[src/rtl/dsp48a1_mac_ctrl.sv]
// rtl/dsp48a1_mac_ctrl.sv - DSP48A1 multiply-accumulate dot-product sequencer
// Optional subtract mode (input sub) is built when DSP48A1_MAC_CTRL_SUB_EN is defined.
module dsp48a1_mac_ctrl #(
  parameter int LEN_W    = 8,
  parameter int PIPE_LAT = 3,
  parameter int OP_SKEW  = 1
) (
  input  logic             clk,
  input  logic             rst_n,
  input  logic             start,
  input  logic [LEN_W-1:0] len,
`ifdef DSP48A1_MAC_CTRL_SUB_EN
  input  logic             sub,
`endif
  input  logic             in_valid,
  output logic             in_ready,
  input  logic [17:0]      a_in,
  input  logic [17:0]      b_in,
  output logic [17:0]      dsp_A,
  output logic [17:0]      dsp_B,
  output logic [7:0]       dsp_opmode,
  output logic             dsp_ce,
  output logic             dsp_rst,
  input  logic [47:0]      dsp_P,
  output logic [47:0]      result,
  output logic             result_valid,
  output logic             busy
);

  typedef enum logic [2:0] {IDLE, CLR, RUN, DRAIN, DONE} state_t;

  localparam int DW = $clog2(PIPE_LAT + 1);

  state_t           state_q;
  logic [LEN_W-1:0] len_q, cnt_q;
  logic [DW-1:0]    drn_q;
  logic             zero_q;
  logic [7:0]       tag_q [OP_SKEW];
  logic [17:0]      a_q, b_q;
  logic [7:0]       opm_q;
  logic             ce_q, rst_q, rdy_q, rv_q, busy_q;
  logic [47:0]      res_q;
  logic             sub_bit;
  logic             accept, last;
  logic [7:0]       tag_d;

`ifdef DSP48A1_MAC_CTRL_SUB_EN
  logic sub_q;
  assign sub_bit = sub_q;
`else
  assign sub_bit = 1'b0;
`endif

  assign accept = in_valid && rdy_q;
  assign last   = accept && (cnt_q == len_q - LEN_W'(1));

  // Every cycle in RUN/DRAIN is a slot: a pair, or a zero bubble that adds nothing.
  always_comb begin
    tag_d = 8'h00;
    if (accept)
      tag_d = (cnt_q == '0) ? {sub_bit, 7'b000_0001} : {sub_bit, 7'b000_1001};
    else if (state_q == RUN || state_q == DRAIN)
      tag_d = 8'b0000_1000;
  end

  always_ff @(posedge clk or negedge rst_n) begin
    if (!rst_n) begin
      state_q <= IDLE;
      len_q   <= '0;
      cnt_q   <= '0;
      drn_q   <= '0;
      zero_q  <= 1'b0;
      for (int i = 0; i < OP_SKEW; i++) tag_q[i] <= 8'h00;
      a_q     <= '0;
      b_q     <= '0;
      opm_q   <= 8'h00;
      ce_q    <= 1'b0;
      rst_q   <= 1'b0;
      rdy_q   <= 1'b0;
      rv_q    <= 1'b0;
      busy_q  <= 1'b0;
      res_q   <= '0;
`ifdef DSP48A1_MAC_CTRL_SUB_EN
      sub_q   <= 1'b0;
`endif
    end else begin
      a_q      <= accept ? a_in : 18'd0;
      b_q      <= accept ? b_in : 18'd0;
      tag_q[0] <= tag_d;
      for (int i = 1; i < OP_SKEW; i++) tag_q[i] <= tag_q[i-1];
      opm_q    <= tag_q[OP_SKEW-1];
      rv_q     <= 1'b0;
      case (state_q)
        IDLE: if (start) begin
          len_q  <= len;
          cnt_q  <= '0;
          busy_q <= 1'b1;
`ifdef DSP48A1_MAC_CTRL_SUB_EN
          sub_q  <= sub;
`endif
          if (len == '0) begin
            zero_q  <= 1'b1;
            state_q <= DONE;
          end else begin
            zero_q  <= 1'b0;
            rst_q   <= 1'b1;
            state_q <= CLR;
          end
        end
        CLR: begin
          rst_q   <= 1'b0;
          ce_q    <= 1'b1;
          rdy_q   <= 1'b1;
          state_q <= RUN;
        end
        RUN: if (accept) begin
          cnt_q <= cnt_q + LEN_W'(1);
          if (last) begin
            rdy_q   <= 1'b0;
            drn_q   <= '0;
            state_q <= DRAIN;
          end
        end
        DRAIN: begin
          // ce drops on the edge that completes the last P update
          if (drn_q == DW'(PIPE_LAT - 1)) begin
            ce_q    <= 1'b0;
            state_q <= DONE;
          end else begin
            drn_q <= drn_q + DW'(1);
          end
        end
        DONE: begin
          res_q   <= zero_q ? 48'd0 : dsp_P;
          rv_q    <= 1'b1;
          busy_q  <= 1'b0;
          state_q <= IDLE;
        end
        default: state_q <= IDLE;
      endcase
    end
  end

  assign in_ready     = rdy_q;
  assign dsp_A        = a_q;
  assign dsp_B        = b_q;
  assign dsp_opmode   = opm_q;
  assign dsp_ce       = ce_q;
  assign dsp_rst      = rst_q;
  assign result       = res_q;
  assign result_valid = rv_q;
  assign busy         = busy_q;

endmodule

[config.mk]
export PLATFORM = sky130hd
export DESIGN_NAME = dsp48a1_mac_ctrl
export DESIGN_NICKNAME = d
export VERILOG_FILES = /design/src/rtl/dsp48a1_mac_ctrl.sv
export SDC_FILE = /design/constraint.sdc
export NUM_CORES = 1
export LEC_CHECK = 0
export BUFFER_PORTS_ARGS = -buffer_cell sky130_fd_sc_hd__buf_2
export CORE_MARGIN = 4
export CORE_UTILIZATION = 45
export CTS_BUF_LIST = sky130_fd_sc_hd__clkbuf_4
export CTS_CLUSTER_SIZE = 14
export DETAILED_ROUTE_END_ITERATION = 7
export GPL_ROUTABILITY_DRIVEN = 0
export GPL_TIMING_DRIVEN = 0
export HOLD_SLACK_MARGIN = 0.02
export PLACE_DENSITY = 0.77
export REMOVE_ABC_BUFFERS = 1
export SLEW_MARGIN = 20
export SYNTH_ARGS = -nofsm -noshare
export SYNTH_HDL_FRONTEND = slang
export SYNTH_SLANG_ARGS = --single-unit
[constraint.sdc]
create_clock -name clk -period 1.8 [get_ports clk]
set_input_delay 0.18 -clock clk [delete_from_list [all_inputs] [get_ports clk]]
set_output_delay 0.18 -clock clk [all_outputs]
set_load 0.01 [all_outputs]
# --- Yosys cells after proc, flatten, opt, wreduce, memory -nomap -nowiden ---
# Cells that the tools add are included.
classes:
  mul: 0
  shifts: 0
  n_mux: 31
  n_bitwise: 0
  n_lt_le_gt_ge: 0
  addsub: 3
  n_eq_ne: 12
  reduce_logical: 20
  n_div: 0
op_table:
  columns: ["op", "count"]
  rows:
  - ["48-bit 2-to-1 mux", 1]
  - ["18-bit 2-to-1 mux", 2]
  - ["8-bit 2-to-1 mux", 3]
  - ["8-bit zero test", 2]
  - ["8-bit one-hot mux with 2 select lines", 1]
  - ["3-bit 2-to-1 mux", 5]
  - ["3-bit one-hot mux with 4 select lines", 1]
  - ["2-bit nonzero test", 6]
  - ["2-bit != test, second input constant", 5]
  - ["3-bit AND reduction", 3]
  - ["8-bit by 1-bit adder with 8-bit output, second input constant", 1]
  - ["8-bit equality test", 1]
  - ["1-bit 2-to-1 mux", 8]
  - ["4-bit 2-to-1 mux", 2]
  - ["1-bit one-hot mux with 2 select lines", 4]
  - ["4-bit AND reduction", 2]
  - ["8-bit by 1-bit subtractor with 8-bit output, second input constant", 1]
  - ["3-bit by 2-bit equality test with 1-bit output, second input constant", 2]
  - ["2-bit 2-to-1 mux", 3]
  - ["2-bit AND reduction", 3]
  - ["2-bit one-hot mux with 2 select lines", 1]
  - ["3-bit by 1-bit equality test with 1-bit output, second input constant", 1]
  - ["3-bit equality test, second input constant", 1]
  - ["3-bit zero test", 1]
  - ["other kinds (5)", 6]
totals:
  elab_cells: 81
  output_inout_bits: 97
  ram_bits: 0
  inputBits: 96
  n_memories: 0
  rom_bits: 0
  latch_bits: 0
  reg_bits: 127

# --- Depth between registers and ports, before layout ---
# Gate-level depths: netlist of run 1.
depth:
  depth_word: 6
  mapped_depth: 7
  mapped_depth_nobuf: 7

# --- Worst setup path before layout of run 1 ---
# Ideal clock, no wire load.
synth_path:
  kind: "register to register"
  from: "reg len_q[0]"
  to: "reg drn_q[0]"
  n_path_buf: 0
  required_ns: 1.669
  arrival_time_ns: 1.760
  stages_incl_launch_ff: 8
  period_less_slack_ns: 1.890
  setup_slack_ns: -0.090
  cell_sequence: "dfrtp_1 -> inv_1 -> ha_1 -> nor2b_1 -> or3_1 -> a31o_1 -> nor4_2 -> o21ai_1"
synth_between:
  elab_chain_cells: 5
synth_rtl:
  columns: ["element", "line_no", "rtl"]
  rows:
  - ["start, declared", "35", "logic [LEN_W-1:0] len_q, cnt_q;"]
  - ["start signal, assigned", "95", "len_q <= len;"]
  - ["8-bit by 1-bit subtractor with 8-bit output", "55", "assign last = accept && (cnt_q == len_q - LEN_W'(1));"]
  - ["8-bit equality test", "55", null]
  - ["1-bit logical AND", "55", null]
  - ["2-bit != test (no line)", null, null]
  - ["4-bit AND reduction (no line)", null, null]
  - ["end signal, assigned", "130", "drn_q <= drn_q + DW'(1);"]
  - ["end, declared", "36", "logic [DW-1:0] drn_q;"]
# Every way passes these cells.
# A chain may end at the register's enable or synchronous reset.

# --- Worst setup path after layout of run 1 ---
layout_path:
  from: "reg len_q[1]"
  to: "reg rdy_q, in the netlist in_ready"
layout_between:
  elab_chain_cells: 5
layout_rtl:
  columns: ["element", "line_no", "rtl"]
  rows:
  - ["8-bit by 1-bit subtractor with 8-bit output", "55", null]
  - ["8-bit equality test", "55", null]
  - ["1-bit logical AND", "55", null]
  - ["2-bit != test (no line)", null, null]
  - ["3-bit AND reduction (no line)", null, null]
  - ["end signal, assigned", "79", "rdy_q <= 1'b0;"]
  - ["end signal, assigned", "113", "rdy_q <= 1'b1;"]
  - ["end signal, assigned", "119", "rdy_q <= 1'b0;"]
  - ["end, declared", "41", "logic ce_q, rst_q, rdy_q, rv_q, busy_q;"]
# Every way passes these cells.

==> results.md, run 1 <==
* Violated checks: negative setup slack
* Skew-Pair Late Insertion Delay at ~0.50 ns
* Boundary Pins at about 190
* Status: complete, but fails checks
* Leakage at between 3 and 4 nW
* Pre-antenna DRT Iters at 7
* Adder-Cell Fraction of Synth Area at under 10%
* Cell count after synthesis at 455
* Syn avg cell area at between 10 and 15 um^2
* Most frequent cells in the layout: buf_2 (185), dfrtp_1 (111), nand2_1 (106), dlygate4sd3_1 (93), o21ai_0 (55)
* Antenna-violating nets left at 0
* Post-synth EDFFs at 0
* Placed Area at between 5000 and 6000 um^2
* Iter 0 DRT Violations at 376
* Max cap viols at 0
* Die Y at 109.5 um
* Sink Count at about 120
* Final WL at about 14000 um
* Die Wd at about 110 um
* Total track usage at a little under a quarter
* Wire length per cell at between 15 and 20 um
* NetSw at 3.354 mW
* Peak Freq at around 550 MHz
* Dpl hpwl at 7705 um
* Setup Skew at 0.01163 ns
* Final core occ at just over 70%
* Worst slew pin tran at between 0.7 and 0.8 ns
* Clock transition at path regs at 0.10 ns
* Compound-cell area share of the yosys netlist at just under 9%
* Worst Hold Class: input port to asynchronous set/reset pin
* Vias at approximately 4500
* Drt drc at 0
* FF-to-FF path depth at 7
* Peak VDD IR at 655.1 uV
* Global-route wire length before repair at 21380 um
* IO Port Bufs at 186
* Yosys Warn Count at 0
* Die Area at 12000 um^2
* Cell Int Power at a little over 6 mW
* Synth Area in XOR/XNOR at between 2 and 3%
* Fill cell count at around 670
* CTS buffer count at 17
* Vias/cell at just over 5
* Overflow after GRT at 0
* Area of the multi-input gates at ~1700 um^2
* Cell Pwr Density at roughly 1300 nW/um^2
* Sequential cell area at between 2000 and 3000 um^2
* Layout cells sized above 1 at between 30% and 40%
* Worst Setup Start Kind: flip-flop
* Slew Limit Fails at 0
* RSZ-0062 raised after global routing: yes
* Largest family of logic cells by synthesized area: simple AND/OR/NAND/NOR gates
* Largest net degree at the start of global routing at ~100
* Min Clock Period, post-route at roughly 1.8 ns
* Synthesized flop and latch total at between 100 and 150
* Clock group share of total power at 23.8%
* Final hold vios at 0
* Logic gate share of total power at 34.2%
* Final period util at 101.8%
* Final hold slack at 0.1202 ns
* CTS max path bufs at 2
* Crit end category: flip-flop
* Synth top area share at just over 60%
* TritonCTS clock tree: yes
* Final #Nets at approximately 830
* Final setup fails at 2
* Synth cell types at 38
* Final instance area at approximately 7100 um^2
* FF-to-FF End: in_ready
* Switching fraction of total power at a little over a third
* Worst-path fanout max at 5
* Synth area leader: dfrtp_1
* Ranking of synthesized cells by area: dfrtp_1 (62%), nand2_1 (8.7%), o21ai_0 (6.0%)
* Leading cell type in the layout, fill and taps excluded: buf_2
* Root buf cell: clkbuf_4
* R2r setup slk at -0.03 ns
* Main flop type after synthesis: dfrtp_1
* Area Overhead vs Synth at 52.94%
* Multiplexer share of the synthesized area at under 10%
* Slew margin rel. at between 40% and 50%
* Seq pwr share at a little over two fifths
* Crit path DAT at roughly 2.2 ns
* # rows at 36
* Antenna violations before repair at 0
* N_diodes at 0
* Final setup margin at -0.03235 ns
* Final Power at between 9 and 10 mW
* Register area share after synthesis at between 60% and 70%
* CP Class: flip-flop to flip-flop
* Simple-Gate Fraction of Synth Area at ~20%
* Netlist Area Pre-Place at 4639 um^2
* Placeable Area at between 9000 and 10000 um^2
* Initial cell density of the core at between 40% and 50%
* Critical R2R Launch: len_q[1]
* Worst EP required at approximately 2.2 ns
* H-Tree Level Count at 4
* Share of synthesized registers carrying an async set or reset at 100.0%
* Number of global-route vias before repair at about 4500
==> cell families (layout without fill, tap and decap cells) <==
| family | Yosys count | after routing |
|---|---|---|
| flops | 115 | 115 |
| compound gates | 75 | 75 |
| simple gates | 196 | 196 |
| mux | 6 | 6 |
| fa+ha+maj | 4 | 4 |
| other cells | 1 | 6 |
| buf+inv | 44 | 329 |
| xor+xnor | 14 | 14 |
==> how the worst max path moves through the flow <==
stage | startpoint | end | slack, ns | cells after the start
6_report | len_q[1] | in_ready | -0.03 | 7
5_1_grt | len_q[0] | in_ready | -0.08 | 7
4_1_cts | len_q[0] | drn_q[0] | -0.005 | 7
3_5_place_dp | in_ready | drn_q[0] | -0.47 | 5
3_3_place_gp | state_q[1] | result[7] | -1.13 | 3
2_1_floorplan | state_q[1] | result[0] | -0.52 | 3
==> power by group through the flow <==
stage	clock (mW)	combinational [mW]	sequential [mW]
2_1_floorplan	0	1.20	4.19
3_3_place_gp	0	2.50	3.92
3_5_place_dp	0	2.62	3.96
4_1_cts	2.29	2.96	3.90
5_1_grt	2.41	3.58	4.07
6_report	2.25	3.24	3.97
==> what timing repair did <==
item | in CTS | in global routing
buffers inserted | 4 | 3
hold endpoints to repair | 208 | 0
setup endpoints to repair | 21 | 59
pin swaps | 6 | 7
hold buffers | 93 | 0
gates resized for setup | 12 | 15
==> worst max-delay path, stage by stage, from the launching register on <==
cell and delay (ns):
dfrtp_1 0.39, inv_2 0.07, ha_4 0.18, nor2b_1 0.13
or3_1 0.33, a31o_4 0.25, nor4_4 0.28, o21ai_1 0.09
==> per-stage QoR <==
stage	instances	worst slack (ns)	TNS, ns
floorplan	426	-0.5151	-25.75
global placement	745	-1.132	-137.95
detailed placement	746	-0.4715	-4.852
CTS	875	-0.004810	-0.008282
global route	878	-0.08226	-0.1671
finish	878	-0.03235	-0.05279
==> state kept, by name (all words and copies together) (netlist names), 2 cells and up <==
signal,cells
cnt_q,8
drn_q,2
dsp_A,18
result,48
tag_q,2
dsp_B,18
state_q,3
len_q,8
dsp_opmode,2
==> synthesized netlist by cell type (all sizes together) (2+ instances only) <==
cell type    n
dfrtp      115
nand2      107
o21ai       57
and3        41
clkbuf      27
nor2        15
inv         10
xor2         9
a21oi        7
buf          7
nand3        7
mux2         6
nor4         6
xnor2        5
ha           4
nor2b        4
nor3         4
nand4        3
a21o         2
a31o         2
a31oi        2
nand2b       2
or2          2
or3          2
==> area by class of cell <==
| class | count | area share (%) |
|---|---|---|
| Clock inverter | 14 | 2.962 |
| Clock buffer | 18 | 1.904 |
| Sequential cell | 115 | 40.66 |
| Multi-Input combinational cell | 301 | 24.09 |
| Tap cell | 133 | 2.345 |
| Inverter | 10 | 0.5290 |
| Timing Repair Buffer | 287 | 27.51 |
==> layer usage <==
layer,routed length [um],up-vias,GRT usage [%]
li1,-,2062,-
met1,5192,2123,25.91
met2,6948,265,40.15
met3,1362,58,7.105
met4,626,0,12.56
met5,0,-,0
No activity file was read; power rests on OpenSTA's default activity.
==> run 2: changes to the inputs <==
- REMOVE_ABC_BUFFERS: 1 -> unset
==> run 2 against run 1 <==
Against the previous run: the run now ends clean; power down 1.4%; combinational power down 1%; final cell count up 3.2%; largest cell class unchanged; global-route usage up 2.5 points; clock power down 2%; via count up 2.0%; wire length up 5.1%; clock-buffer cell count down 1.
==> results.md, run 2 (synthesis gave the netlist of run 1 again) <==
* Status: finished clean
* Antenna-violating nets left at 0
* Number of global-route vias before repair at approximately 4800
* Final hold vios at 0
* Overflow after GRT at 0
* Leakage at between 3 and 4 nW
* Slew Limit Fails at 0
* DP Worst Slack at -0.1658 ns
* Area of the multi-input gates at about 1600 um^2
* Sum of negative setup slack at 0 ns
* Clock group share of total power at a little under a quarter
* Fill cell count at 700
* Setup Skew at 0.01258 ns
* Dpl hpwl at 9426 um
* FF-to-FF End: drn_q[0]
* Largest register FFs at 48
* N_diodes at 0
* Leading cell type in the layout, fill and taps excluded: buf_2
* Placeable Area at 9910 um^2
* Seq pwr share at a little over two fifths
* Hold Path Sink: tag_q[0]
* Final #Nets at 860
* Peak Freq at 555.6 MHz
* IO Port Bufs at between 150 and 200
* Die Wd at around 110 um
* R2r setup slk at about 0.00015 ns
* Peak VDD IR at 930.7 uV
* Wire length per cell at roughly 16 um
* Largest net degree at the start of global routing at 77
* NetSw at roughly 3.3 mW
* CTS max path bufs at 2
* Die Area at 12000 um^2
* Final hold slack at between 0.1 and 0.15 ns
* Area Overhead vs Synth at 53.94%
* Vias/cell at approximately 5.1
* CTS buffer count at 17
* H-Tree Level Count at 4
* Pre-antenna DRT Iters at 4
* Final period util at about 100%
* Logic gate share of total power at approximately a third
* Min-delay src: in_valid
* Max cap viols at 0
* Switching fraction of total power at a little over a third
* Root buf cell: clkbuf_4
* Vias at 4599
* Worst EP required at roughly 2.2 ns
* # rows at 36
* Global-route wire length before repair at between 20000 and 25000 um
* Hold path depth at 3
* Iter 0 DRT Violations at 380
* Final WL at roughly 15000 um
* Final Power at between 9 and 10 mW
* Final setup margin at between 0.0001 and 0.00015 ns
* Crit path DAT at roughly 2.2 ns
* Total track usage at 25.90%
* Clock transition at path regs at about 0.11 ns
* TritonCTS clock tree: yes
* Sequential cell area at between 2000 and 3000 um^2
* Die Y at roughly 110 um
* Antenna violations before repair at 0
* Worst Hold Class: input port to flip-flop
* Skew-Pair Late Insertion Delay at around 0.5 ns
* Worst-path fanout max at 6
* Crit end category: flip-flop
* Cell Pwr Density at 1305 nW/um^2
* Initial cell density of the core at ~47%
* Layout cells sized above 1 at roughly 33%
* Most frequent cells in the layout: buf_2 (186), dfrtp_1 (115), nand2_1 (106), dlygate4sd3_1 (93), o21ai_0 (56)
* RSZ-0062 raised after global routing: yes
* Worst Setup Start Kind: flip-flop
* Drt drc at 0
* CP Class: flip-flop to flip-flop
* FF-to-FF path depth at 7
* Critical R2R Launch: len_q[1]
* Sink Count at about 120
* Cell Int Power at approximately 6.0 mW
* Boundary Pins at around 190
* Min Clock Period, post-route at ~1.8 ns
* Final setup fails at 0
-- run 2: worst max path at each step --
stage	slack, ns	to	depth (start not counted)	start
3_3_place_gp	-0.75	result[4]	1	rst_n
2_1_floorplan	0.02	drn_q[0]	7	len_q[0]
6_report	0.0001	drn_q[0]	7	len_q[1]
3_5_place_dp	-0.17	drn_q[1]	7	len_q[0]
5_1_grt	-0.09	drn_q[0]	7	len_q[0]
4_1_cts	0.006	state_q[0]	7	len_q[1]
-- run 2: power by group through the flow --
stage               sequential, mW  clock (mW)  combinational, mW
floorplan                     4.15           0               1.32
global placement              3.88           0               2.65
detailed placement            3.93           0               2.77
CTS                           3.86        2.27               3.02
global route                  4.00        2.39               3.55
finish                        3.91        2.21               3.20
-- run 2: area by class of cell --
cell class              instances  share of cell area, %
plain buffers                  32                  2.120
clock buffers                  17                  1.787
clock inverters                15                  2.996
inverters                      10                 0.5256
multi-input cells             301                  23.09
flip-flops and latches        115                  40.29
well taps                     133                  2.330
repair buffers                283                  26.86
-- run 2: metal layers --
metal	share of wire, %	GRT usage [%]	up-vias	wire (um)
met2	51	44.86	238	7627
li1	-	-	2125	-
met1	36	28.39	2180	5340
met5	0	0	-	0
met4	3.9	12.82	0	576
met3	8.8	8.632	56	1308
-- run 2: worst max-delay path, stage by stage (launching register included) --
cell and delay [ns]:
dfrtp_1 0.38, inv_2 0.06, ha_4 0.17, nor2b_1 0.13
or3_1 0.32, a31o_1 0.23, nor4_4 0.32, o21ai_1 0.09
-- run 2: through the flow --
step	util (%)	instance area (um^2)	std cells
2_1_floorplan	-	4671	460
3_3_place_gp	58.21	5768	779
3_5_place_dp	58.55	5802	780
5_1_grt	72.07	7142	906
4_1_cts	71.67	7102	907
6_report	72.07	7142	906
-- run 2: what timing repair did --
action                                  CTS  global route
resized for setup                         5            14
setup buffers                             2             1
hold endpoints to repair                207             0
pin swaps                                 3             5
hold buffers                             93             0
endpoints found under the setup margin   32            40
gates cloned                              0             0
